### src/rtl/char_catcher_pkg.sv
// Shared widths, defaults and the slot record for the falling-character catcher.
package char_catcher_pkg;

  localparam int unsigned CH_W  = 8;
  localparam int unsigned SPD_W = 4;
  localparam int unsigned X_W   = 9;
  localparam int unsigned Y_W   = 10;

  localparam int unsigned DEF_SLOTS   = 8;
  localparam int unsigned DEF_X_LIMIT = 480;

  // One on-screen character: x is the row, y the column.
  typedef struct packed {
    logic             active;
    logic [CH_W-1:0]  ch;
    logic [SPD_W-1:0] speed;
    logic [X_W-1:0]   x;
    logic [Y_W-1:0]   y;
  } slot_t;

endpackage

### src/rtl/char_catcher_pick.sv
// Priority selector: among requesting entries, picks the one with the largest
// key; ties resolve to the lowest index. With a constant key it degenerates to
// a plain lowest-index priority encoder.
module slot_pick #(
  parameter int unsigned N     = 8,
  parameter int unsigned KEY_W = 1,
  parameter int unsigned IDX_W = (N > 1) ? $clog2(N) : 1
) (
  input  logic [N-1:0]       req,
  input  logic [N*KEY_W-1:0] key,
  output logic               found,
  output logic [IDX_W-1:0]   idx
);

  logic [KEY_W-1:0] best;
  logic [KEY_W-1:0] cur;

  // Linear scan; strict greater-than keeps the earliest index on ties.
  always_comb begin
    found = 1'b0;
    idx   = '0;
    best  = '0;
    cur   = '0;
    for (int unsigned i = 0; i < N; i++) begin
      cur = key[i*KEY_W +: KEY_W];
      if (req[i] && (!found || (cur > best))) begin
        found = 1'b1;
        idx   = IDX_W'(i);
        best  = cur;
      end
    end
  end

endmodule

### src/rtl/char_catcher.sv
// Slot pool for falling characters: spawn into free slots, advance on frame
// ticks, remove on key match (hit) or bottom crossing (miss).
module char_catcher
  import char_catcher_pkg::*;
#(
  parameter int unsigned SLOTS   = DEF_SLOTS,
  parameter int unsigned X_LIMIT = DEF_X_LIMIT
) (
  input  logic                     clk,
  input  logic                     rst_n,
  input  logic                     spawn_valid,
  output logic                     spawn_ready,
  input  logic [7:0]               spawn_ch,
  input  logic [3:0]               spawn_speed,
  input  logic [8:0]               spawn_x,
  input  logic [9:0]               spawn_y,
  input  logic                     frame_tick,
  input  logic                     key_valid,
  input  logic [7:0]               key_ch,
  output logic                     hit,
  output logic                     wrong_key,
  output logic                     miss,
  output logic [15:0]              score,
  output logic [7:0]               misses,
  output logic [SLOTS-1:0]         active_mask,
  input  logic [$clog2(SLOTS)-1:0] rd_idx,
  output logic [7:0]               rd_ch,
  output logic [8:0]               rd_x,
  output logic [9:0]               rd_y
);

  localparam int unsigned IDX_W = (SLOTS > 1) ? $clog2(SLOTS) : 1;
  localparam int unsigned CNT_W = $clog2(SLOTS + 1);
  localparam int unsigned MS_W  = 9 + CNT_W;
  localparam logic [X_W:0] X_LIM = (X_W + 1)'(X_LIMIT);

  slot_t slot_q [SLOTS];
  slot_t slot_d [SLOTS];

  logic [15:0] score_q, score_d;
  logic [7:0]  misses_q, misses_d;
  logic        hit_q, wrong_q, miss_q;

  logic [SLOTS-1:0]     free_vec;
  logic [SLOTS-1:0]     match_vec;
  logic [SLOTS*X_W-1:0] match_key;
  logic                 free_found, match_found;
  logic [IDX_W-1:0]     free_idx, match_idx;

  logic             key_hit;
  logic             spawn_fire;
  logic [CNT_W-1:0] miss_cnt;
  logic [MS_W-1:0]  miss_sum;
  logic [X_W:0]     x_new;

  // Per-slot views of the registered state feeding the selectors.
  always_comb begin
    active_mask = '0;
    match_vec   = '0;
    match_key   = '0;
    for (int unsigned i = 0; i < SLOTS; i++) begin
      active_mask[i]             = slot_q[i].active;
      match_vec[i]               = slot_q[i].active && (slot_q[i].ch == key_ch);
      match_key[i*X_W +: X_W]    = slot_q[i].x;
    end
  end

  assign free_vec    = ~active_mask;
  assign spawn_ready = |free_vec;

  slot_pick #(
    .N     (SLOTS),
    .KEY_W (1),
    .IDX_W (IDX_W)
  ) u_free_pick (
    .req   (free_vec),
    .key   ('0),
    .found (free_found),
    .idx   (free_idx)
  );

  slot_pick #(
    .N     (SLOTS),
    .KEY_W (X_W),
    .IDX_W (IDX_W)
  ) u_match_pick (
    .req   (match_vec),
    .key   (match_key),
    .found (match_found),
    .idx   (match_idx)
  );

  assign key_hit    = key_valid && match_found;
  assign spawn_fire = spawn_valid && spawn_ready && free_found;

  // Next-state: key removal, then tick advance on the survivors, then spawn into
  // a slot that was already free, so the three never touch the same slot.
  always_comb begin
    for (int unsigned i = 0; i < SLOTS; i++) begin
      slot_d[i] = slot_q[i];
    end
    miss_cnt = '0;
    x_new    = '0;

    for (int unsigned i = 0; i < SLOTS; i++) begin
      if (key_hit && (match_idx == IDX_W'(i))) begin
        slot_d[i].active = 1'b0;
      end else if (frame_tick && slot_q[i].active) begin
        x_new = (X_W + 1)'(slot_q[i].x) + (X_W + 1)'(slot_q[i].speed);
        if (x_new >= X_LIM) begin
          slot_d[i].active = 1'b0;
          miss_cnt         = miss_cnt + CNT_W'(1);
        end else begin
          slot_d[i].x = x_new[X_W-1:0];
        end
      end
    end

    if (spawn_fire) begin
      slot_d[free_idx] = '{active: 1'b1, ch: spawn_ch, speed: spawn_speed,
                           x: spawn_x, y: spawn_y};
    end
  end

  // Saturating score and miss counters.
  always_comb begin
    score_d  = score_q;
    misses_d = misses_q;
    miss_sum = MS_W'(misses_q) + MS_W'(miss_cnt);
    if (key_hit && (score_q != 16'hFFFF)) begin
      score_d = score_q + 16'd1;
    end
    if (miss_sum > MS_W'(8'hFF)) begin
      misses_d = 8'hFF;
    end else begin
      misses_d = miss_sum[7:0];
    end
  end

  // Register slot pool, counters and single-cycle event pulses.
  always_ff @(posedge clk or negedge rst_n) begin
    if (!rst_n) begin
      for (int unsigned i = 0; i < SLOTS; i++) begin
        slot_q[i] <= '0;
      end
      score_q  <= '0;
      misses_q <= '0;
      hit_q    <= 1'b0;
      wrong_q  <= 1'b0;
      miss_q   <= 1'b0;
    end else begin
      for (int unsigned i = 0; i < SLOTS; i++) begin
        slot_q[i] <= slot_d[i];
      end
      score_q  <= score_d;
      misses_q <= misses_d;
      hit_q    <= key_hit;
      wrong_q  <= key_valid && !match_found;
      miss_q   <= (miss_cnt != '0);
    end
  end

  assign hit       = hit_q;
  assign wrong_key = wrong_q;
  assign miss      = miss_q;
  assign score     = score_q;
  assign misses    = misses_q;

  assign rd_ch = slot_q[rd_idx].ch;
  assign rd_x  = slot_q[rd_idx].x;
  assign rd_y  = slot_q[rd_idx].y;

endmodule

### config.mk
export PLATFORM = sky130hd
export DESIGN_NAME = char_catcher
export DESIGN_NICKNAME = d
export VERILOG_FILES = /design/src/rtl/char_catcher_pkg.sv /design/src/rtl/char_catcher_pick.sv /design/src/rtl/char_catcher.sv
export SDC_FILE = /design/constraint.sdc
export NUM_CORES = 1
export LEC_CHECK = 0
export CORE_MARGIN = 5
export CORE_UTILIZATION = 35
export CTS_BUF_LIST = sky130_fd_sc_hd__clkbuf_8
export DETAILED_ROUTE_END_ITERATION = 10
export PLACE_DENSITY = 0.57
export SKIP_CTS_REPAIR_TIMING = 1
export SLEW_MARGIN = 20
export SYNTH_ARGS = -nofsm -noshare
export SYNTH_HDL_FRONTEND = slang
export SYNTH_SLANG_ARGS = --single-unit
### constraint.sdc
create_clock -name clk -period 24 [get_ports clk]
set_clock_uncertainty 0.1 [all_clocks]
set_input_delay 2.4 -clock clk [delete_from_list [all_inputs] [get_ports clk]]
set_output_delay 2.4 -clock clk [all_outputs]
set_load 0.005 [all_outputs]
; After elaboration in Yosys (flattened, before gate mapping)
; Cells that the tools add are included.
; Widths: inputs -> output; s select.
[classes]
magnitude_cmp = 19
n_eq_ne = 16
reduce_logical = 69
mux = 117
n_addsub = 17
n_bitwise = 3
[ops]
columns = operator, count
row1 = $mux 9, 31
row2 = $bwmux 256, 1
row3 = $mux 256, 1
row4 = $bmux 32 s3, 1
row5 = $demux 32 s3, 1
row6 = $mux 4, 21
row7 = $add 9x4->10, 8
row8 = $ge 10x9->1 const B, 8
row9 = $eq 8x8->1, 8
row10 = $gt 9x9->1, 7
row11 = $mux 31, 2
row12 = $mux 1, 45
row13 = $logic_and 1x1->1, 44
row14 = $mux 32, 1
row15 = $add 4x1->4 const B, 7
row16 = $mux 3, 8
row17 = $add 16x1->16 const B, 1
row18 = $ne 16x16->1 const B, 1
row19 = $logic_not 1->1, 15
row20 = $eq 3x3->1 const B, 4
row21 = $add 8x4->9, 1
row22 = $gt 9x8->1 const B, 1
row23 = $ge 4x4->1 const B, 2
row24 = $mux 2, 4
row25 = 10 further kinds, 18
[totals]
input_bits = 47
out_inout_bits = 63
ff_bits = 283

; Longest topological paths before layout
; Gate-level depths: netlist of the first run.
[logic_depth]
word_depth = 65
mapped_depth = 104

; Hierarchy
; A second synthesis of the first run with hierarchy kept.
[hier_totals]
cells_unflattened = 1890
hier_area_um2 = 19602.6
[by_module_without_submodules]
columns = module, n_inst, seq_area_each_um2, cells_per_inst, area_each_um2
row1 = char_catcher, 1, 7081.8, 1477, 16666.0
row2 = slot_pick (u_match_pick), 1, 0.0, 376, 2686.3
row3 = slot_pick (u_free_pick), 1, 0.0, 37, 250.2

; Worst setup path after synthesis of the first run
; No wires, ideal clock.
[synth_timing]
kind = input to register
start = in key_ch[1]
end = reg misses_q[5], in the netlist misses[5]
arrival_time_ps = 21616
setup_time_ps = 126
path_stages = 96
slack_ps = 2158
cell_sequence = buf_4 -> xnor2_1 -> nand4_1 -> nor3_1 -> clkbuf_1 -> nand2_1 -> ha_1 -> nand4_1 -> or3_1 -> o211ai_1 -> nand2_1 -> and2_1 -> clkbuf_1 -> clkbuf_1 -> o21ai_0 -> inv_1 -> ha_1 -> nand4_1 -> [60 not listed] -> mux2i_1 -> inv_1 -> ha_1 -> o22ai_1 -> nor2_1 -> ha_1 -> nand2_1 -> o31ai_1 -> ha_1 -> mux2i_1 -> inv_1 -> ha_1 -> a21o_1 -> a21oi_1 -> nor2b_1 -> o21ai_0 -> xor2_1 -> nand2_1
[synth_between]
elab_chain_cells = 65
elab_cells_between_ends = 115
[synth_lines]
columns = element, line
row1 = "start, declared", char_catcher.sv:19  ; input logic [7:0] key_ch,
row2 = $eq 8x8->1, char_catcher.sv:63  ; match_vec[i] = slot_q[i].active && (slot_q[i].ch == key_ch);
row3 = $logic_and 1x1->1, char_catcher.sv:63
row4 = $mux 9 / $mux 1 (equally long branches), char_catcher_pick.sv:26  ; if (req[i] && (!found || (cur > best))) begin
row5 = $gt 9x9->1 / $logic_not 1->1 (equally long branches), char_catcher_pick.sv:26
row6 = $logic_or 1x1->1, char_catcher_pick.sv:26
row7 = $logic_and 1x1->1, char_catcher_pick.sv:26
row8 = $mux 9 / $mux 1 (equally long branches), char_catcher_pick.sv:26
row9 = $gt 9x9->1 / $logic_not 1->1 (equally long branches), char_catcher_pick.sv:26
row10 = [50 not listed], n/a
row11 = $add 4x1->4, char_catcher.sv:112  ; miss_cnt = miss_cnt + CNT_W'(1);
row12 = $mux 4, char_catcher.sv:110  ; if (x_new >= X_LIM) begin
row13 = $mux 4, char_catcher.sv:108  ; end else if (frame_tick && slot_q[i].active) begin
row14 = $mux 4 (*), char_catcher.sv:106  ; if (key_hit && (match_idx == IDX_W'(i))) begin
row15 = $add 8x4->9 (*), char_catcher.sv:129  ; miss_sum = MS_W'(misses_q) + MS_W'(miss_cnt);
row16 = $gt 9x8->1, char_catcher.sv:133  ; if (miss_sum > MS_W'(8'hFF)) begin
row17 = $mux 8 (*), char_catcher.sv:133
row18 = named net misses_d[5], char_catcher.sv:41  ; logic [7:0] misses_q, misses_d;
row19 = "end signal, assigned", char_catcher.sv:156  ; misses_q <= misses_d;
row20 = "end, declared", char_catcher.sv:41
; The timed path passes the listed nets; every way through them passes the cells marked *.
; A chain may end at the register's enable or synchronous reset.

; Worst setup path after layout of the first run
[layout_timing]
start = in key_ch[4]
end = reg misses_q[5], in the netlist misses[5]
; Same word-level chain as after synthesis.

==> run_results.csv, run 1 <==
group,metric,value,unit
synth,synthCells,1781,
timing,max_freq,44.4,MHz
synth,synth_area,0.0187,mm²
setup_path,critPathArrivalTime,22.97,ns
clock_tree,path_clk_slew,0.05,ns
synth,ys_async_sr_fraction,1.00,
floorplan,die_w,241,µm
floorplan,chipHeight,241,µm
outcome,run_status,"finished clean",
setup_path,end_kind,"register",
clock_tree,clock_latency,0.68,ns
drt,wl_per_cell,21.4,µm
power,leakage,9.19,nW
layout,layout_commonest_cell,"dfrtp_1",
synth,synth_ff_type,"dfrtp_1",
drt,firstDrtPassIters,6,
setup_path,startpoint_type,"input port",
global_routing,grt_pass1_wl,87200,µm
setup_path,r2r-end,"misses[5]",
drt,antenna_left,0,
timing,slew_viol_final,0,
setup_path,crit_path_frequent_cell,"ha_1",
global_routing,grt_start_max_net_pins,91,
synth,synth_area_per_cell,10.5,µm²
min_path,holdPathStages,1,
layout,drive_gt1_frac,0.220,
drt,drtIter0Drc,942,
floorplan,initial_core_util,0.355,
setup_path,rrSetupSlack,3.57,ns
timing,maxSlewHeadroom,0.273,
global_routing,antenna_found_initial,2,
setup_path,crit_start,"key_ch[4]",
setup_path,worst-path-max-fanout,17,
min_path,whs_endpoint,"score[10]",
synth,ys_types,79,
timing,fin_crit_sh,0.939,
timing,setup-tns-final,0,ns
clock_tree,cts_tree,"done",
min_path,hp-start,"score[10]",
synth,ys_seq_area_frac,0.378,
clock_tree,htree_num_levels,2,
synth,synth_nets,1944,
job,drv_cap,0,
timing,fin_crit,22.53,ns
clock_tree,cts_inserted_buffers,52,
placement,dp_hpwl,41200,µm
timing,worstMarginPinSlew,1.09,ns
timing,setup_viol,0,
global_routing,grt_overflow,0,
drt,drc,0,
clock_tree,cts-root-buf,"clkbuf_8",
layout,final_cell_mix,"283 x dfrtp_1, 221 x mux2_2, 132 x nand2_1, 115 x a21oi_1, 113 x xnor2_1",
clock_tree,cts.sinks,283,
setup_path,reg2reg_depth,89,
setup_path,cpPeakStageDelay,0.64,ns
setup_path,cp_data_required_time,24.44,ns
power,totalPowerFinal,0.00276,W
global_routing,grt_pass1_vias,14900,
floorplan,dieArea,0.0583,mm²
min_path,worst_hold_path_type,"register to register",
floorplan,rows,84,
setup_path,critical_path_class,"input port to register",
floorplan,ios,110,
floorplan,core,0.0529,mm²
global_routing,grt_usage,0.192,
power,powerDensity,128,mW/mm²
placement,place.gp.congestion,0.938,
synth,synth-seq-cells,283,
power,vdd.ir_drop.worst,0.0581,mV
synth,synth_warnings,0,
clock_tree,clk_path_buf_depth,3,
timing,hold_violations,0,
layout,nNetsFinal,2040,
drt,wl,55800,µm
drt,vias_per_cell,5.49,
setup_path,crit_slowest_cell,"clkdlybuf4s50_1",
timing,rsz0062_at_grt,"no",
drt,dr_total_vias,14300,
layout,area_delta_synth_final,15.3,%
synth,synth_edf_count,0,
placement,placement.io_buffers,109,
cell usage after synthesis, types with 27 or more instances:
master / instances / share of area
inv_1: 89 / 0.018
clkbuf_1: 49 / 0.0098
mux2_2: 221 / 0.13
nor2b_1: 28 / 0.0093
ha_1: 107 / 0.071
nand3_1: 45 / 0.012
xor2_1: 35 / 0.016
xnor2_1: 113 / 0.053
buf_1: 27 / 0.0054
a21oi_1: 115 / 0.031
dfrtp_1: 283 / 0.38
o21ai_0: 74 / 0.020
nor2_1: 107 / 0.021
nand2_1: 139 / 0.028
mux2i_1: 31 / 0.017
nand4_1: 38 / 0.013
mux4_2: 54 / 0.065
power by group:
group / total, W / internal, W / switching (W)
clock: 0.000481 / 0.000262 / 0.000219
sequential: 0.000947 / 0.000705 / 0.000242
combinational: 0.00134 / 0.000689 / 0.000646
worst max-delay path by stage:
stage                end  slack, ns  cells after the start
6_report       misses[5]       1.47                     90
5_1_grt        misses[2]       0.06                     90
4_1_cts        misses[5]       0.79                     88
3_5_place_dp   misses[5]       0.16                     88
3_3_place_gp   misses[5]       0.80                     89
2_1_floorplan  misses[5]       2.16                     96
metrics by stage:
step / hold WS (ns) / area, µm² / cells / setup WS, ns / util
after floorplan: 0.374 / 18700 / 1781 / 2.16 / -
after global placement: 0.382 / 20500 / 2508 / 0.802 / 0.387
after detailed placement: 0.389 / 20500 / 2508 / 0.156 / 0.387
after CTS: 0.400 / 21500 / 2600 / 0.792 / 0.408
after global routing: 0.408 / 21600 / 2604 / 0.0560 / 0.409
final: 0.397 / 21600 / 2604 / 1.47 / 0.409
layout make-up:
| class | count | area, µm² |
|---|---|---|
| antenna | 1 | 2.50 |
| clock buffer | 70 | 963 |
| clock inverter | 22 | 129 |
| fill | 5060 | 31300 |
| inverter | 90 | 338 |
| multi-input combinational | 1316 | 11000 |
| sequential | 283 | 7080 |
| tap | 688 | 861 |
| timing repair buffer | 134 | 1270 |
critical path: cells and delay by family:
family	cells	cell delay, ns
AOI/OAI and AO/OA	32	7.58
adders and majority gates	15	4.48
and+or+nand+nor	25	4.31
muxes	7	2.12
buffers and inverters	9	1.55
xor gates and xnor gates	2	0.53
cells by family after synthesis:
logic type	after synthesis	share of synthesized area
buf+inv	183	0.0413
compound gates	279	0.0909
mux	307	0.215
simple gates	462	0.122
xor+xnor	151	0.0725
flops	283	0.378
fa+ha+maj	116	0.0810
routing by layer:
metal / wire, µm / track usage / up-vias
met2: 26500 / 0.320 / 401
li1: - / - / 6560
met3: 2720 / 0.0269 / 116
met5: 0 / 0 / -
met4: 1870 / 0.0684 / 0
met1: 24700 / 0.256 / 7225
No activity file was read; power rests on OpenSTA's default activity.
==> inputs of run 2 (changes only) <==
- PLACE_DENSITY: 0.57 -> 0.56
- SYNTH_HIERARCHICAL: default -> 1
- clock period: 24 -> 29.2 ns (I/O delays scaled with it)
==> run 2 against run 1 <==
  * Die area rose by 4.4%
  * Design area rose by 4.3%
  * Count of clock-buffer cells in the layout fell by 5
  * Worst hold slack got worse by 0.0081 ns
  * Setup slack improved by 4.4 ns
  * Combinational power fell by 8%
  * Global-route usage rose by 0.50 points
  * Core utilization fell by 0.12 points
  * Synthesized cell count rose by 6.1%
==> run_results.csv, run 2 <==
group,metric,value,unit
global_routing,grt_usage,0.197,
drt,wl_per_cell,21.6,µm
drt,firstDrtPassIters,6,
layout,layout_commonest_cell,"dfrtp_1",
clock_tree,clock_latency,0.66,ns
timing,worstMarginPinSlew,1.15,ns
setup_path,cpPeakStageDelay,0.76,ns
synth,ys_async_sr_fraction,1.00,
setup_path,end_kind,"register",
timing,hold_violations,0,
clock_tree,cts-root-buf,"clkbuf_8",
timing,slew_viol_final,0,
setup_path,worst-path-max-fanout,30,
timing,max_freq,42.9,MHz
synth,synth-seq-cells,283,
outcome,run_status,"finished clean",
synth,synth_compound_area_frac,0.132,
setup_path,startpoint_type,"input port",
placement,placement.io_buffers,109,
synth,synth_mux_area_frac,0.200,
setup_path,r2r-end,"misses[6]",
timing,setup_viol,0,
drt,drtIter0Drc,843,
synth,yosysMostFrequentCell,"dfrtp_1",
setup_path,r2r_start,"active_mask[0]",
layout,instances_no_fill,2780,
floorplan,core,0.0553,mm²
timing,setup-tns-final,0,ns
floorplan,dieArea,0.0608,mm²
drt,dr_total_vias,15200,
drt,wl,60100,µm
drt,drc,0,
setup_path,critical_path_buf_inv_count,7,
setup_path,critPathArrivalTime,23.77,ns
synth,synth_ff_type,"dfrtp_1",
synth,synth-xor-area-share,0.0639,
placement,dp_hpwl,43800,µm
synth,ys_top_cells_by_count,"283 x dfrtp_1, 207 x mux2_2, 164 x nand2_1, 111 x nor2_1, 107 x ha_1",
drt,antenna_left,0,
synth,yosys.area.top_type,"dfrtp_1",
power,vdd.ir_drop.worst,0.0554,mV
setup_path,crit_path_frequent_cell,"ha_1",
setup_path,setup.worst_path.end,"misses[6]",
global_routing,grt_overflow,0,
synth,ys_types,100,
setup_path,critical_path_class,"input port to register",
setup_path,reg2reg_depth,83,
timing,hold_slack,0.388,ns
job,drv_cap,0,
synth,ys_seq_area_frac,0.361,
global_routing,grt_pass1_vias,15500,
synth,synth_area_leaders,"dfrtp_1 36%, mux2_2 12%, ha_1 6.8%",
setup_path,path_depth,85,
placement,dp_cells,2683,
synth,synth_top_cell_area_share,0.361,
clock_tree,cts_inserted_buffers,53,
floorplan,ios,110,
synth,synth_edf_count,0,
clock_tree,clk_path_buf_depth,3,
synth,synth_area,0.0196,mm²
synth,synth_top_family_by_area,"multiplexers",
timing,fin_crit,23.33,ns
synth,synth_area_per_cell,10.4,µm²
clock_tree,path_clk_slew,0.06,ns
global_routing,grt_pass1_wl,93400,µm
min_path,worst_hold_path_type,"register to register",
layout,area_delta_synth_final,15.0,%
floorplan,rows,86,
placement,place.gp.congestion,0.923,
floorplan,die_w,247,µm
synth,synth_warnings,6,
layout,nNetsFinal,2154,
layout,final_cell_mix,"283 x dfrtp_1, 207 x mux2_2, 163 x nand2_1, 110 x nor2_1, 107 x ha_1",
global_routing,antenna_found_initial,1,
synth,synthSimpleGateAreaFrac,0.130,
floorplan,chipHeight,247,µm
timing,rsz0062_at_grt,"no",
synth,synthCells,1890,
global_routing,grt_start_max_net_pins,84,
layout,drive_gt1_frac,0.212,
setup_path,cp_top_family,"compound AO/OA/AOI/OAI gates",
clock_tree,cts.sinks,283,
setup_path,cp_data_required_time,29.64,ns
clock_tree,htree_num_levels,2,
drt,vias_per_cell,5.47,
synth,synth_fa_ha_area_frac,0.0775,
power,powerDensity,107,mW/mm²
clock_tree,cts_tree,"done",
setup_path,crit_start,"key_ch[3]",
power,leakage,9.29,nW
layout,final_util,0.408,
timing,fin_crit_sh,0.799,
floorplan,initial_core_util,0.354,
setup_path,crit_slowest_cell,"clkdlybuf4s50_1",
timing,maxSlewHeadroom,0.229,
setup_path,rrSetupSlack,8.34,ns
## run 2: worst reg2reg max path: cells and delay by family (launching register included)
kind            cells  cell delay [ns]
compound gates     40             9.94
fa+ha+maj          13             4.10
buf+inv             7             0.85
flops               1             0.55
simple gates       23             5.23
## run 2: worst min path at each step
stage	depth (start not counted)	slack [ns]	to	start
detailed placement	1	0.38	score[9]	score[9]
global route	1	0.42	score[9]	score[9]
CTS	1	0.39	score[9]	score[9]
floorplan	1	0.37	register	register
finish	1	0.39	score[9]	score[9]
global placement	1	0.37	score[9]	score[9]
## run 2: cell type report
class | count | area (µm²)
Fill cell | 5489 | 32800
Multi-Input combinational cell | 1454 | 12000
Sequential cell | 283 | 7080
Timing Repair Buffer | 128 | 1250
Tap cell | 748 | 936
Clock buffer | 65 | 895
Inverter | 71 | 267
Clock inverter | 30 | 150
Antenna cell | 1 | 2.50
## run 2: power breakdown
group	leakage [nW]	switching (W)	total [W]	internal (W)
logic	5.24	0.000610	0.00123	0.000616
registers	3.42	0.000219	0.000801	0.000582
clock network	0.626	0.000184	0.000386	0.000202
## run 2: cells by family after synthesis
logic type	count (synthesis)
xor+xnor	143
buf+inv	172
mux	296
fa+ha+maj	116
compound gates	367
simple gates	512
flops	283
other cells	1
## run 2: per-stage QoR
step	cell area, µm²	setup WS, ns	power (W)
after floorplan	19700	8.59	0.00162
after global placement	21500	5.30	0.00198
after detailed placement	21500	4.94	0.00202
after CTS	22500	5.58	0.00242
after global routing	22500	4.28	0.00259
final	22500	5.87	0.00241
## run 2: per-layer routing
| layer | vias to the layer above | routed length (µm) | track usage |
|---|---|---|---|
| met2 | 381 | 27500 | 0.317 |
| li1 | 7079 | - | - |
| met1 | 7640 | 27100 | 0.267 |
| met3 | 109 | 3410 | 0.0392 |
| met4 | 0 | 2000 | 0.0655 |
| met5 | - | 0 | 0 |
